<file path="src/rtl/rom_reader_pkg.sv">
// ---------------------------------------------------------------------------
// rom_reader_pkg
// Shared definitions for the ROM message reader:
//   - FSM state encoding
//   - default address/data widths
//   - default terminator code
// ---------------------------------------------------------------------------
package rom_reader_pkg;

    localparam int         ADDR_W_DEF = 4;
    localparam int         DATA_W_DEF = 8;
    localparam logic [7:0] TERM_DEF   = 8'h00;

    typedef enum logic [1:0] {
        ST_IDLE    = 2'd0,
        ST_FETCH   = 2'd1,
        ST_PRESENT = 2'd2,
        ST_DONE    = 2'd3
    } state_e;

endpackage

</file>
<file path="src/rtl/rom_msg_reader.sv">
// ---------------------------------------------------------------------------
// rom_msg_reader
// Walks a combinational character ROM from address 0 and streams each
// character to a downstream consumer over valid/ready until the terminator
// code is read or MAX_LEN characters have been sent. One message per start.
//
// Ports
//   clk, rst_n   clock, asynchronous active-low reset
//   start        message request, only looked at while idle
//   stop         (ROM_READER_REPEAT_EN only) end repeat mode after this pass
//   rom_addr     registered ROM address
//   rom_data     combinational ROM data for rom_addr
//   tx_data      registered character to the consumer
//   tx_valid     tx_data valid
//   tx_ready     consumer accepts on tx_valid & tx_ready
//   busy         FSM not idle
//   done         one-cycle pulse at end of each message
//   char_count   characters accepted in current/last message
//
// Build option
//   ROM_READER_REPEAT_EN  when defined, the message is resent back to back
//                         until stop is seen; otherwise single-shot.
//
// state   | meaning
// --------+-----------------------------------------------------------
// IDLE    | waiting for start, rom_addr held at 0
// FETCH   | capture rom_data; terminator ends the message
// PRESENT | tx_data/tx_valid held until the consumer accepts
// DONE    | done pulse, rom_addr back to 0
// ---------------------------------------------------------------------------
module rom_msg_reader
    import rom_reader_pkg::*;
#(
    parameter int                ADDR_W  = ADDR_W_DEF,
    parameter int                DATA_W  = DATA_W_DEF,
    parameter int                MAX_LEN = 16,
    parameter logic [DATA_W-1:0] TERM    = DATA_W'(TERM_DEF)
)
(
    input  logic              clk,
    input  logic              rst_n,
    input  logic              start,
`ifdef ROM_READER_REPEAT_EN
    input  logic              stop,
`endif
    output logic [ADDR_W-1:0] rom_addr,
    input  logic [DATA_W-1:0] rom_data,
    output logic [DATA_W-1:0] tx_data,
    output logic              tx_valid,
    input  logic              tx_ready,
    output logic              busy,
    output logic              done,
    output logic [ADDR_W:0]   char_count
);

    localparam logic [ADDR_W-1:0] LAST_ADDR = ADDR_W'(MAX_LEN - 1);

    state_e            state_q;
    logic              start_q;
    logic [ADDR_W-1:0] addr_q;
    logic [DATA_W-1:0] data_q;
    logic              valid_q;
    logic              done_q;
    logic [ADDR_W:0]   count_q;
`ifdef ROM_READER_REPEAT_EN
    logic              stop_q;
`endif

    always_ff @(posedge clk or negedge rst_n) begin
        if (!rst_n) begin
            state_q <= ST_IDLE;
            start_q <= 1'b0;
            addr_q  <= '0;
            data_q  <= '0;
            valid_q <= 1'b0;
            done_q  <= 1'b0;
            count_q <= '0;
`ifdef ROM_READER_REPEAT_EN
            stop_q  <= 1'b0;
`endif
        end else begin
            // start is registered once before use, so a request seen at one
            // edge produces tx_valid two edges later.
            start_q <= start && (state_q == ST_IDLE);
            done_q  <= 1'b0;
`ifdef ROM_READER_REPEAT_EN
            if (state_q == ST_IDLE) begin
                stop_q <= 1'b0;
            end else if (stop) begin
                stop_q <= 1'b1;
            end
`endif
            case (state_q)
                ST_IDLE: begin
                    addr_q <= '0;
                    if (start_q) begin
                        count_q <= '0;
                        state_q <= ST_FETCH;
                    end
                end
                ST_FETCH: begin
                    if (rom_data == TERM) begin
                        done_q  <= 1'b1;
                        state_q <= ST_DONE;
                    end else begin
                        data_q  <= rom_data;
                        valid_q <= 1'b1;
                        state_q <= ST_PRESENT;
                    end
                end
                ST_PRESENT: begin
                    if (valid_q && tx_ready) begin
                        valid_q <= 1'b0;
                        count_q <= count_q + 1'b1;
                        // last slot ends the message without wrapping rom_addr
                        if (addr_q == LAST_ADDR) begin
                            done_q  <= 1'b1;
                            state_q <= ST_DONE;
                        end else begin
                            addr_q  <= addr_q + 1'b1;
                            state_q <= ST_FETCH;
                        end
                    end
                end
                ST_DONE: begin
                    addr_q <= '0;
`ifdef ROM_READER_REPEAT_EN
                    if (stop_q || stop) begin
                        state_q <= ST_IDLE;
                    end else begin
                        count_q <= '0;
                        state_q <= ST_FETCH;
                    end
`else
                    state_q <= ST_IDLE;
`endif
                end
                default: state_q <= ST_IDLE;
            endcase
        end
    end

    assign rom_addr   = addr_q;
    assign tx_data    = data_q;
    assign tx_valid   = valid_q;
    assign done       = done_q;
    assign char_count = count_q;
    assign busy       = (state_q != ST_IDLE);

endmodule

</file>
<file path="config.mk">
export PLATFORM = sky130hd
export DESIGN_NAME = rom_msg_reader
export DESIGN_NICKNAME = d
export VERILOG_FILES = /design/src/rtl/rom_reader_pkg.sv /design/src/rtl/rom_msg_reader.sv
export SDC_FILE = /design/constraint.sdc
export NUM_CORES = 1
export LEC_CHECK = 0
export BUFFER_PORTS_ARGS = -buffer_cell sky130_fd_sc_hd__buf_2
export CAP_MARGIN = 20
export CORE_MARGIN = 3
export CORE_UTILIZATION = 55
export DETAILED_ROUTE_END_ITERATION = 12
export MAX_ROUTING_LAYER = met4
export PLACE_DENSITY = 0.82
export SYNTH_ARGS = -nofsm -noshare
export SYNTH_HDL_FRONTEND = slang
export SYNTH_SLANG_ARGS = --single-unit
</file>
<file path="constraint.sdc">
create_clock -name clk -period 3.8 [get_ports clk]
set_clock_uncertainty 0.15 [all_clocks]
set_input_delay 1.14 -clock clk [delete_from_list [all_inputs] [get_ports clk]]
set_output_delay 1.14 -clock clk [all_outputs]
set_load 0.02 [all_outputs]
</file>
* After elaboration in Yosys (flattened, before gate mapping) *
Cells that the tools add are included.
W data, S select, Z words.

operators by class
  bitwise operators = 1
  add/subtract/negate cells = 2
  shift operators = 0
  order comparisons = 0
  $mul = 0
  div/mod/pow operators = 0
  muxes and demuxes = 18
  equality and inequality tests = 8
  reductions and logical operators = 14

operator list
  operator               count
  $mux W5                2
  $pmux W5 S2            1
  $reduce_and A3 Y1      3
  $logic_not A8 Y1       1
  $mux W4                2
  $ne A2 B2 Y1 const B   4
  $pmux W2 S4            1
  $pmux W4 S2            1
  $reduce_bool A2 Y1     4
  $mux W1                6
  $mux W2                3
  $add A5 B1 Y5 const B  1
  $add A4 B1 Y4 const B  1
  $eq A2 B2 Y1 const B   2
  $eq A4 B4 Y1 const B   1
  $pmux W1 S2            2
  $reduce_and A2 Y1      2
  $eq A2 B1 Y1 const B   1
  $logic_and A1 B1 Y1    2
  $logic_not A2 Y1       1
  $reduce_or A2 Y1       1
  $not A1 Y1             1

storage, ports and cells
  input port bits = 12
  word-level logic and storage cells = 50
  flip-flop bits (word level) = 22
  bits in latches = 0
  bits in read-only memories = 0
  memory bits (writable) = 0
  memories = 0
  output and inout port bits = 20

* Longest topological paths before layout *
Gate-level depths: netlist (run 1).

  word-level depth = 4
  mapped depth = 6
  gate-level depth less buffers = 5

* Worst setup path before layout (run 1) *
OpenSTA, ideal clock, no wires.

  path type = input to register
  from = input port rom_data[5]
  to = register data_q[0] (netlist: tx_data[0])
  path buffers = 0
  path slack = 1229 ps
  arrival time = 2296 ps
  cell stages on the path = 3
  data required time = 3525 ps
  cells stage by stage = or4_4 o21ai_4 mux2_2

between the ends
  word-level cells in the longest chain between the ends = 3

RTL lines
  item                                line                   text
  start: declaration                  rom_msg_reader.sv:47   input logic [DATA_W-1:0] rom_data,
  $logic_not A8 Y1                    rom_msg_reader.sv:102  if (rom_data == TERM) begin
  $not A1 Y1 (no source line)         -
  $reduce_and A2 Y1 (no source line)  -
  end signal: assignment              rom_msg_reader.sv:106  data_q <= rom_data;
  end: declaration                    rom_msg_reader.sv:61   logic [DATA_W-1:0] data_q;

Every way passes these cells.
A chain may end at the register's enable or synchronous reset.

* Worst setup path in the final report (run 1) *
  from = register state_q[0]
  to = output port busy

between the ends
  word-level cells in the longest chain between the ends = 1

RTL lines
  item                      line                   text
  start: declaration        rom_msg_reader.sv:58   state_e state_q;
  start signal: assignment  rom_msg_reader.sv:71   state_q <= ST_IDLE;
  start signal: assignment  rom_msg_reader.sv:98   state_q <= ST_FETCH;
  start signal: assignment  rom_msg_reader.sv:104  state_q <= ST_DONE;
  $reduce_bool A2 Y1        rom_msg_reader.sv:148  assign busy = (state_q != ST_IDLE);
  end: declaration          rom_msg_reader.sv:51   output logic busy,

Every way passes these cells.

==> impl_metrics.toml, run 1 <==
[clocking]
cts.htree.levels = 1
numCtsBuffers = 3
path_clk_slew_ns = 0.14
clk_latency_ns = 0.31
numClockSinks = 22
cts_tree = "done"
hold_buffers = 0
cts_setup_buffers = 0
clockRootBuffer = "clkbuf_4"
cts_max_path_buffers = 2
cts_resized = 0

[layout]
syn2layout_area_growth_pct = 19.79
design_area_sq_um = 1409
nFillCells = 159
drive_above_1_share = 0.3451
fin_nets = 161
antenna_cells = 0

[timing]
fmax_ghz = 0.3796
hold_viol = 0
tns_ns = 0
slew_viol_final = 0
setup_violations = 0
relSlewSlack = 0.5711
tightest_slew_ns = 0.6433
rsz0062_at_grt = "false"
post-route-period-util = 0.6932
layout_min_cycle_time_ns = 2.634

[worst_hold_path]
hp-class = "flip-flop to flip-flop"

[global_route]
top_usage_layer = "met2"
grt_pass1_wl_mm = 4.236
antenna_found_initial = 0
use_met2 = 0.3536
use_met1 = 0.2642
grt_max_degree = 23
gr-total-overflow = 0
grt_usage = 0.2113
grtUsageMet3 = 0.03419
grt_pass1_vias = 951

[logic_synthesis]
postSynthAreaPerCell_sq_um = 10.79
synth_cells = 109
synth_nets = 127
ys_ff_latch = 22
synth_enable_flop_cells = 0
seq_area_frac_synth = 0.4681
async_flop_share = 1.000
ys.flop_type = "dfrtp_1"
ys_types = 35
ys_warn_count = 0
synth_area_sq_um = 1176

[critical_path]
critical_path_class = "flip-flop to primary output"
endpoint = "busy"
cp-end-kind = "primary output"
rrSetupSlack_ns = 1.50
r2r_cells = 5
worstReg2RegStart = "state_q[0]"
cp_max_fo = 4
crit_start = "state_q[0]"
arrival_ns = 1.34
timing.rr.end = "rom_addr[3]"
start_kind = "flip-flop"
required_ns = 2.51

[floorplan]
die-area_sq_um = 2729
die_x_microns = 52.24
core.rowCount = 16
die_h_microns = 52.24
start_util = 0.5875
io_pins = 32
core_sq_um = 2002

[placed_design]
place_area_sq_um = 1356
place_congestion = 0.7792
portBuffers = 31
place.detailed.hpwl_mm = 1.863

[drt]
vias = 1000
wirelength_mm = 2.481
wl_per_cell_microns = 14.68
drt_iter0_markers = 12
avgViaCountPerCell = 5.917
ant_nets = 0
first_pass_iters = 4
drc = 0

[power]
leakage_nw = 0.6465
design_power_total_mw = 1.211
ir_drop_uv = 559.7
p_per_area_nw_per_um2 = 859.3

[run_status]
status = "finished clean"

[flow_run]
maxCapViolations = 0
[worst max-delay path: stages (launching register included)]
cell	delay, ns
dfrtp_1	0.44
inv_1	0.14
ha_1	0.25
inv_1	0.05
buf_2	0.15
[synth_stat cells (2+ instances only)]
cell | number | area [sq um]
dfrtp_1 | 22 | 550.5
mux2_2 | 8 | 90.09
nand2_1 | 8 | 30.03
inv_1 | 7 | 26.28
nand3_1 | 7 | 35.03
ha_1 | 6 | 75.07
o21ai_0 | 6 | 30.03
nor4_1 | 4 | 25.02
a311o_1 | 3 | 30.03
nand2b_1 | 3 | 18.77
nand4_1 | 3 | 18.77
o311ai_0 | 3 | 26.28
a21boi_0 | 2 | 15.01
a21oi_1 | 2 | 10.01
a31oi_1 | 2 | 12.51
and3_1 | 2 | 12.51
o211ai_1 | 2 | 15.01
or4_4 | 2 | 22.52
[per-layer routing]
metal  vias up  part of all wire
met4         0             0.012
met5         -                 0
li1        487                 -
met3         4             0.043
met1       482              0.44
met2        27              0.51
[cell families (layout without fill, tap and decap cells)]
group                    Yosys count  in the layout  share of synthesized area
multiplexers                       9              9                    0.08511
AND/OR/NAND/NOR                   36             36                     0.1787
flip-flops                        22             22                     0.4681
adder cells (fa/ha/maj)            6              6                    0.06383
buffers and inverters              9             42                    0.02978
AO/OA/AOI/OAI                     27             27                     0.1745
[sequential cells by signal (all words and copies together), names as in the netlist]
register,count
rom_addr,4
tx_data,8
state_q,2
char_count,5
done,1
tx_valid,1
start_q,1
[final cells by class]
type / instances / area, sq um / share of cell area
Clock inverter: 1 / 30.03 / 0.02131
Inverter: 7 / 26.28 / 0.01865
Tap cell: 27 / 33.78 / 0.02398
Multi-Input combinational cell: 78 / 590.6 / 0.4192
Sequential cell: 22 / 550.5 / 0.3908
Clock buffer: 3 / 22.52 / 0.01599
Timing Repair Buffer: 31 / 155.1 / 0.1101
[layout by cell type (no fill, tap or decap), types with 3 or more instances in the layout]
cell type,count
mux2_2,8
clkbuf_4,3
buf_2,31
ha_1,6
dfrtp_1,22
nand2b_1,3
nand4_1,3
nor4_1,4
a311o_1,3
o21ai_0,6
nand2_1,8
nand3_1,7
inv_1,7
o311ai_0,3
[power by group]
part / internal, mW / total [mW] / switching, mW
clock: 0.107 / 0.180 / 0.0735
sequential: 0.331 / 0.413 / 0.0829
combinational: 0.245 / 0.617 / 0.372
[stage by stage]
stage                     setup WS, ns  hold slack [ns]  utilization  cells
after detailed placement         1.038           0.3429       0.6775    165
after global placement           1.056           0.3339       0.6775    165
after global routing             1.054           0.3944       0.7038    169
final                            1.166           0.3675       0.7038    169
after floorplan                  1.229           0.3466            -    109
after CTS                        1.170           0.3705       0.7038    169
[worst min path at each step]
stage | cells past startpoint | endpoint | slack, ns | start
detailed placement | 1 | tx_data[3] | 0.34 | tx_data[3]
finish | 1 | tx_data[2] | 0.37 | tx_data[2]
global placement | 1 | tx_data[2] | 0.33 | tx_data[2]
global route | 1 | tx_data[3] | 0.39 | tx_data[3]
CTS | 1 | tx_data[3] | 0.37 | tx_data[3]
floorplan | 1 | state_q[1] | 0.35 | state_q[1]
(Power assumes the default switching activity.)
==> inputs of run 2 (changes only) <==
--- a/config.mk
+++ b/config.mk
@@ -7,11 +7,12 @@
 export LEC_CHECK = 0
 export BUFFER_PORTS_ARGS = -buffer_cell sky130_fd_sc_hd__buf_2
 export CAP_MARGIN = 20
+export CORE_ASPECT_RATIO = 0.6
 export CORE_MARGIN = 3
-export CORE_UTILIZATION = 55
+export CORE_UTILIZATION = 46
 export DETAILED_ROUTE_END_ITERATION = 12
 export MAX_ROUTING_LAYER = met4
-export PLACE_DENSITY = 0.82
+export PLACE_DENSITY = 0.73
 export SYNTH_ARGS = -nofsm -noshare
 export SYNTH_HDL_FRONTEND = slang
 export SYNTH_SLANG_ARGS = --single-unit
==> constraint.sdc (replaced) <==
create_clock -name clk -period 2.26 [get_ports clk]
set_clock_uncertainty 0.15 [all_clocks]
set_input_delay 0.678 -clock clk [delete_from_list [all_inputs] [get_ports clk]]
set_output_delay 0.678 -clock clk [all_outputs]
set_load 0.02 [all_outputs]
==> run 2 against run 1 <==
Global-route usage decreased by 1.5 points; first-iteration DRC count increased to 3.8 times the previous value; design area increased by 3.1%; worst hold slack got worse by 0.15 ns; final cell count increased by 4.7%; via count increased by 2.2%; combinational power increased by 75%.
==> impl_metrics.toml, run 2 (synthesis gave the netlist of run 1 again) <==
[run_status]
status = "finished clean"

[layout]
design_area_sq_um = 1453
antenna_cells = 0
final_cell_mix = "31 x buf_2, 22 x dfrtp_1, 8 x nand2_1, 8 x mux2_2"
fin_cells = 177
syn2layout_area_growth_pct = 23.51
layout_commonest_cell = "buf_2"
fin_nets = 166
largest_reg_flops = 8
drive_above_1_share = 0.3673
utilization = 0.6334

[drt]
vias = 1022
avgViaCountPerCell = 5.774
wirelength_mm = 2.743
drc = 0
drt_iter0_markers = 45
wl_per_cell_microns = 15.50
first_pass_iters = 5
ant_nets = 0

[floorplan]
io_pins = 32
die_x_microns = 71.28
die_h_microns = 45.17
core_sq_um = 2293
core.rowCount = 13
die-area_sq_um = 3219
start_util = 0.5128

[placed_design]
dpl.cell_count = 173
portBuffers = 31
place_congestion = 0.7788
place_area_sq_um = 1398
place.detailed.hpwl_mm = 2.105

[critical_path]
start_kind = "flip-flop"
cp_max_fo = 4
critical_path_class = "flip-flop to primary output"
required_ns = 1.43
cp-end-kind = "primary output"
arrival_ns = 1.30

[global_route]
antenna_found_initial = 0
grt_max_degree = 23
grt_pass1_wl_mm = 4.609
grt_pass1_vias = 963
gr-total-overflow = 0
grt_usage = 0.1959

[worst_hold_path]
hp-class = "input pin to async pin"

[clocking]
cts.htree.levels = 1
cts_resized = 0
cts_tree = "done"
numCtsBuffers = 3
cts_setup_buffers = 0
clk_latency_ns = 0.26
hold_buffers = 0
cts_max_path_buffers = 2
clockRootBuffer = "clkbuf_8"
path_clk_slew_ns = 0.08
numClockSinks = 22

[timing]
slew_viol_final = 0
post-route-period-util = 0.9437
fmax_ghz = 0.4689
hold_ws_ns = 0.2186
rsz0062_at_grt = "false"
layout_min_cycle_time_ns = 2.133
tns_ns = 0
setup_violations = 0
hold_viol = 0
tightest_slew_ns = 0.5404
relSlewSlack = 0.6390

[power]
leakage_nw = 0.6715
p_per_area_nw_per_um2 = 1416
ir_drop_uv = 672.1

[flow_run]
maxCapViolations = 0
==> run 2: cell types whose count changed in the layout (fill, tap and decap cells not counted), sizes merged <==
cell	before	now
buf	31	36
bufinv	1	0
clkbuf	3	4
==> run 2: metal layers <==
layer / part of all wire / routed length, microns / track usage
met1: 0.49 / 1347 / 0.2469
met2: 0.44 / 1219 / 0.3139
met3: 0.051 / 140 / 0.05556
met4: 0.013 / 35 / 0.05243
met5: 0 / 0 / -
==> run 2: stage by stage <==
step / setup slack, ns / power [mW]
floorplan: 0.1508 / 1.423
global placement: -0.01916 / 1.730
detailed placement: -0.07616 / 1.778
CTS: 0.1273 / 2.068
global route: 0.03103 / 2.217
finish: 0.1271 / 2.057
==> run 2: final timing paths <==
| kind | from | to | slack (ns) | cells past startpoint |
|---|---|---|---|---|
| min in group clk | tx_data[6] | tx_data[6] | 0.36 | 1 |
| hold / removal | rst_n | state_q[1] | 0.22 | 1 |
| hold reg to reg | tx_data[6] | tx_data[6] | 0.36 | 1 |
| setup reg to reg | state_q[0] | rom_addr[3] | 0.24 | 5 |
| setup / recovery | state_q[0] | busy | 0.13 | 4 |
| max in group asynchronous | rst_n | rom_addr[3] | 1.40 | 1 |
==> run 2: cell type report <==
type,instances,area (sq um)
Clock buffer,4,55.05
Fill cell,188,840.8
Inverter,7,26.28
Multi-Input combinational cell,78,590.6
Sequential cell,22,550.5
Tap cell,30,37.54
Timing Repair Buffer,36,192.7
==> run 2: critical path, cell delays in order (launching register included) <==
cell     delay [ns]
dfrtp_1        0.42
inv_1          0.14
ha_1           0.26
inv_1          0.06
buf_2          0.16
==> run 2: report_power, final <==
part | leakage (nW) | total, mW | internal (mW) | switching [mW]
clock network | 0.0288 | 0.282 | 0.155 | 0.127
logic | 0.368 | 1.08 | 0.435 | 0.644
registers | 0.274 | 0.697 | 0.558 | 0.139
==> inputs of run 3 (changes only) <==
--- a/config.mk
+++ b/config.mk
@@ -9,10 +9,10 @@
 export CAP_MARGIN = 20
 export CORE_ASPECT_RATIO = 0.6
 export CORE_MARGIN = 3
-export CORE_UTILIZATION = 46
+export CORE_UTILIZATION = 51
 export DETAILED_ROUTE_END_ITERATION = 12
 export MAX_ROUTING_LAYER = met4
-export PLACE_DENSITY = 0.73
+export PLACE_DENSITY = 0.77
 export SYNTH_ARGS = -nofsm -noshare
 export SYNTH_HDL_FRONTEND = slang
 export SYNTH_SLANG_ARGS = --single-unit
==> constraint.sdc (replaced) <==
create_clock -name clk -period 2.3 [get_ports clk]
set_clock_uncertainty 0.15 [all_clocks]
set_input_delay 0.115 -clock clk [delete_from_list [all_inputs] [get_ports clk]]
set_output_delay 0.115 -clock clk [all_outputs]
set_load 0.02 [all_outputs]
==> run 3 against run 2 <==
Die area down 8.8%; sequential power down 2%; critical path depth up 1; register-to-register slack about the same; count of clock-buffer cells in the layout unchanged; first-iteration DRC count rose to 2.6 times the previous value; critical endpoint is now tx_data[1]; largest power group unchanged; highest routed layer unchanged.
==> impl_metrics.toml, run 3 (synthesis gave the netlist of run 1 again) <==
[power]
switching_share = 0.4437
p_per_area_nw_per_um2 = 1331
ir_drop_uv = 718.9
design_power_total_mw = 2.023
p_int_mw = 1.125
pwr-share-comb = 0.522
p_switching_mw = 0.8976
leakage_nw = 0.6943
seqPwrFrac = 0.338
p_clk_frac = 0.140

[floorplan]
io_pins = 32
die_h_microns = 43.20
core.rowCount = 12
start_util = 0.5846
core_sq_um = 2012
die_x_microns = 68.00
die-area_sq_um = 2937

[placed_design]
place_area_sq_um = 1365
dpl.cell_count = 167
place_congestion = 0.7966
place_worst_setup_slack_ns = 0.3558
portBuffers = 31
place.detailed.hpwl_mm = 1.933

[layout]
design_area_sq_um = 1520
antenna_cells = 0
largest_reg_flops = 8
final_cell_mix = "31 x buf_2, 22 x dfrtp_1, 10 x dlygate4sd3_1"
fin_cells = 181
fin_nets = 172
nFillCells = 141
multi_input_area_sq_um = 590.6
utilization = 0.7556
syn2layout_area_growth_pct = 29.26
layout_commonest_cell = "buf_2"
register_area_sq_um = 550.5
drive_above_1_share = 0.3268

[clocking]
clk_latency_ns = 0.26
numClockSinks = 22
cts_max_path_buffers = 2
cts.htree.levels = 1
hold_buffers = 10
path_clk_slew_ns = 0.08
cts_tree = "done"
cts_resized = 0
cts_setup_buffers = 0
clockRootBuffer = "clkbuf_8"
numCtsBuffers = 3

[critical_path]
start_kind = "input pin"
cpPeakStageDelay_ns = 0.57
r2r_cells = 6
required_ns = 2.30
critical_path_class = "input pin to flip-flop"
cp-end-kind = "flip-flop"
slowest_stage = "or4_4"
crit_path_cell_trace = "dlygate4sd3_1 > buf_2 > or4_4 > o21ai_4 > mux2_2"
cp_max_fo = 8
critPathBufInv = 2
arrival_ns = 2.07
cp_top_family = "buffers and inverters"
timing.rr.end = "char_count[4]"
rrSetupSlack_ns = 0.25
worstReg2RegStart = "state_q[0]"

[timing]
tns_ns = 0
fin_ws_ns = 0.2315
post-route-period-util = 0.8993
fmax_ghz = 0.4834
rsz0062_at_grt = "false"
setup_violations = 0
layout_min_cycle_time_ns = 2.068
hold_ws_ns = 0.03646
tightest_slew_ns = 0.4909
relSlewSlack = 0.6721
slew_viol_final = 0
hold_viol = 0

[drt]
wirelength_mm = 2.931
ant_nets = 0
drt_iter0_markers = 119
drc = 0
avgViaCountPerCell = 5.972
vias = 1081
first_pass_iters = 4
wl_per_cell_microns = 16.19

[worst_hold_path]
hold_start = "tx_ready"
whs_endpoint = "done"
hp-class = "input pin to flip-flop"
hold_path_depth = 3

[global_route]
grt_usage = 0.2245
grt_pass1_vias = 1029
grt_max_degree = 23
antenna_found_initial = 0
grt_pass1_wl_mm = 4.802
gr-total-overflow = 0

[run_status]
status = "finished clean"

[flow_run]
maxCapViolations = 0
run 3: changes by cell type in the layout (fill, tap and decap cells not counted), sizes merged:
| cell | previous run | this run |
|---|---|---|
| dlygate4sd3 | 0 | 10 |
| buf | 36 | 32 |
run 3: cell type report:
class                      count  share of cell area
multi-input combinational     78              0.3885
sequential                    22              0.3621
timing repair buffer          42              0.1728
clock buffer                   4             0.03621
tap                           28             0.02305
inverter                       7             0.01728
run 3: metal layers:
| layer | up-vias | track usage | share of wire |
|---|---|---|---|
| met5 | - | - | 0 |
| met4 | 0 | 0.01976 | 0.0085 |
| met3 | 4 | 0.06614 | 0.052 |
| met2 | 45 | 0.3697 | 0.47 |
| met1 | 527 | 0.2831 | 0.47 |
| li1 | 505 | - | - |
run 3: worst max path at each step:
stage / start / to / slack (ns) / cells past startpoint
2_1_floorplan: rom_addr[0] / rom_addr[0] / 0.44 / 4
3_3_place_gp: state_q[0] / rom_addr[3] / 0.44 / 5
3_5_place_dp: state_q[0] / char_count[4] / 0.36 / 6
4_1_cts: rom_data[5] / tx_data[2] / 0.25 / 5
5_1_grt: state_q[0] / char_count[4] / 0.11 / 6
6_report: rom_data[5] / tx_data[1] / 0.23 / 5
run 3: power by group through the flow:
stage / logic, mW / registers [mW] / clock network (mW)
floorplan: 0.568 / 0.831 / 0
global placement: 0.999 / 0.679 / 0
detailed placement: 1.03 / 0.686 / 0
CTS: 1.05 / 0.680 / 0.282
global route: 1.15 / 0.710 / 0.305
finish: 1.06 / 0.684 / 0.283
run 3: worst min-delay path: stages:
cell	delay, ns
buf_2	0.13
nand4_1	0.08
a21boi_0	0.08
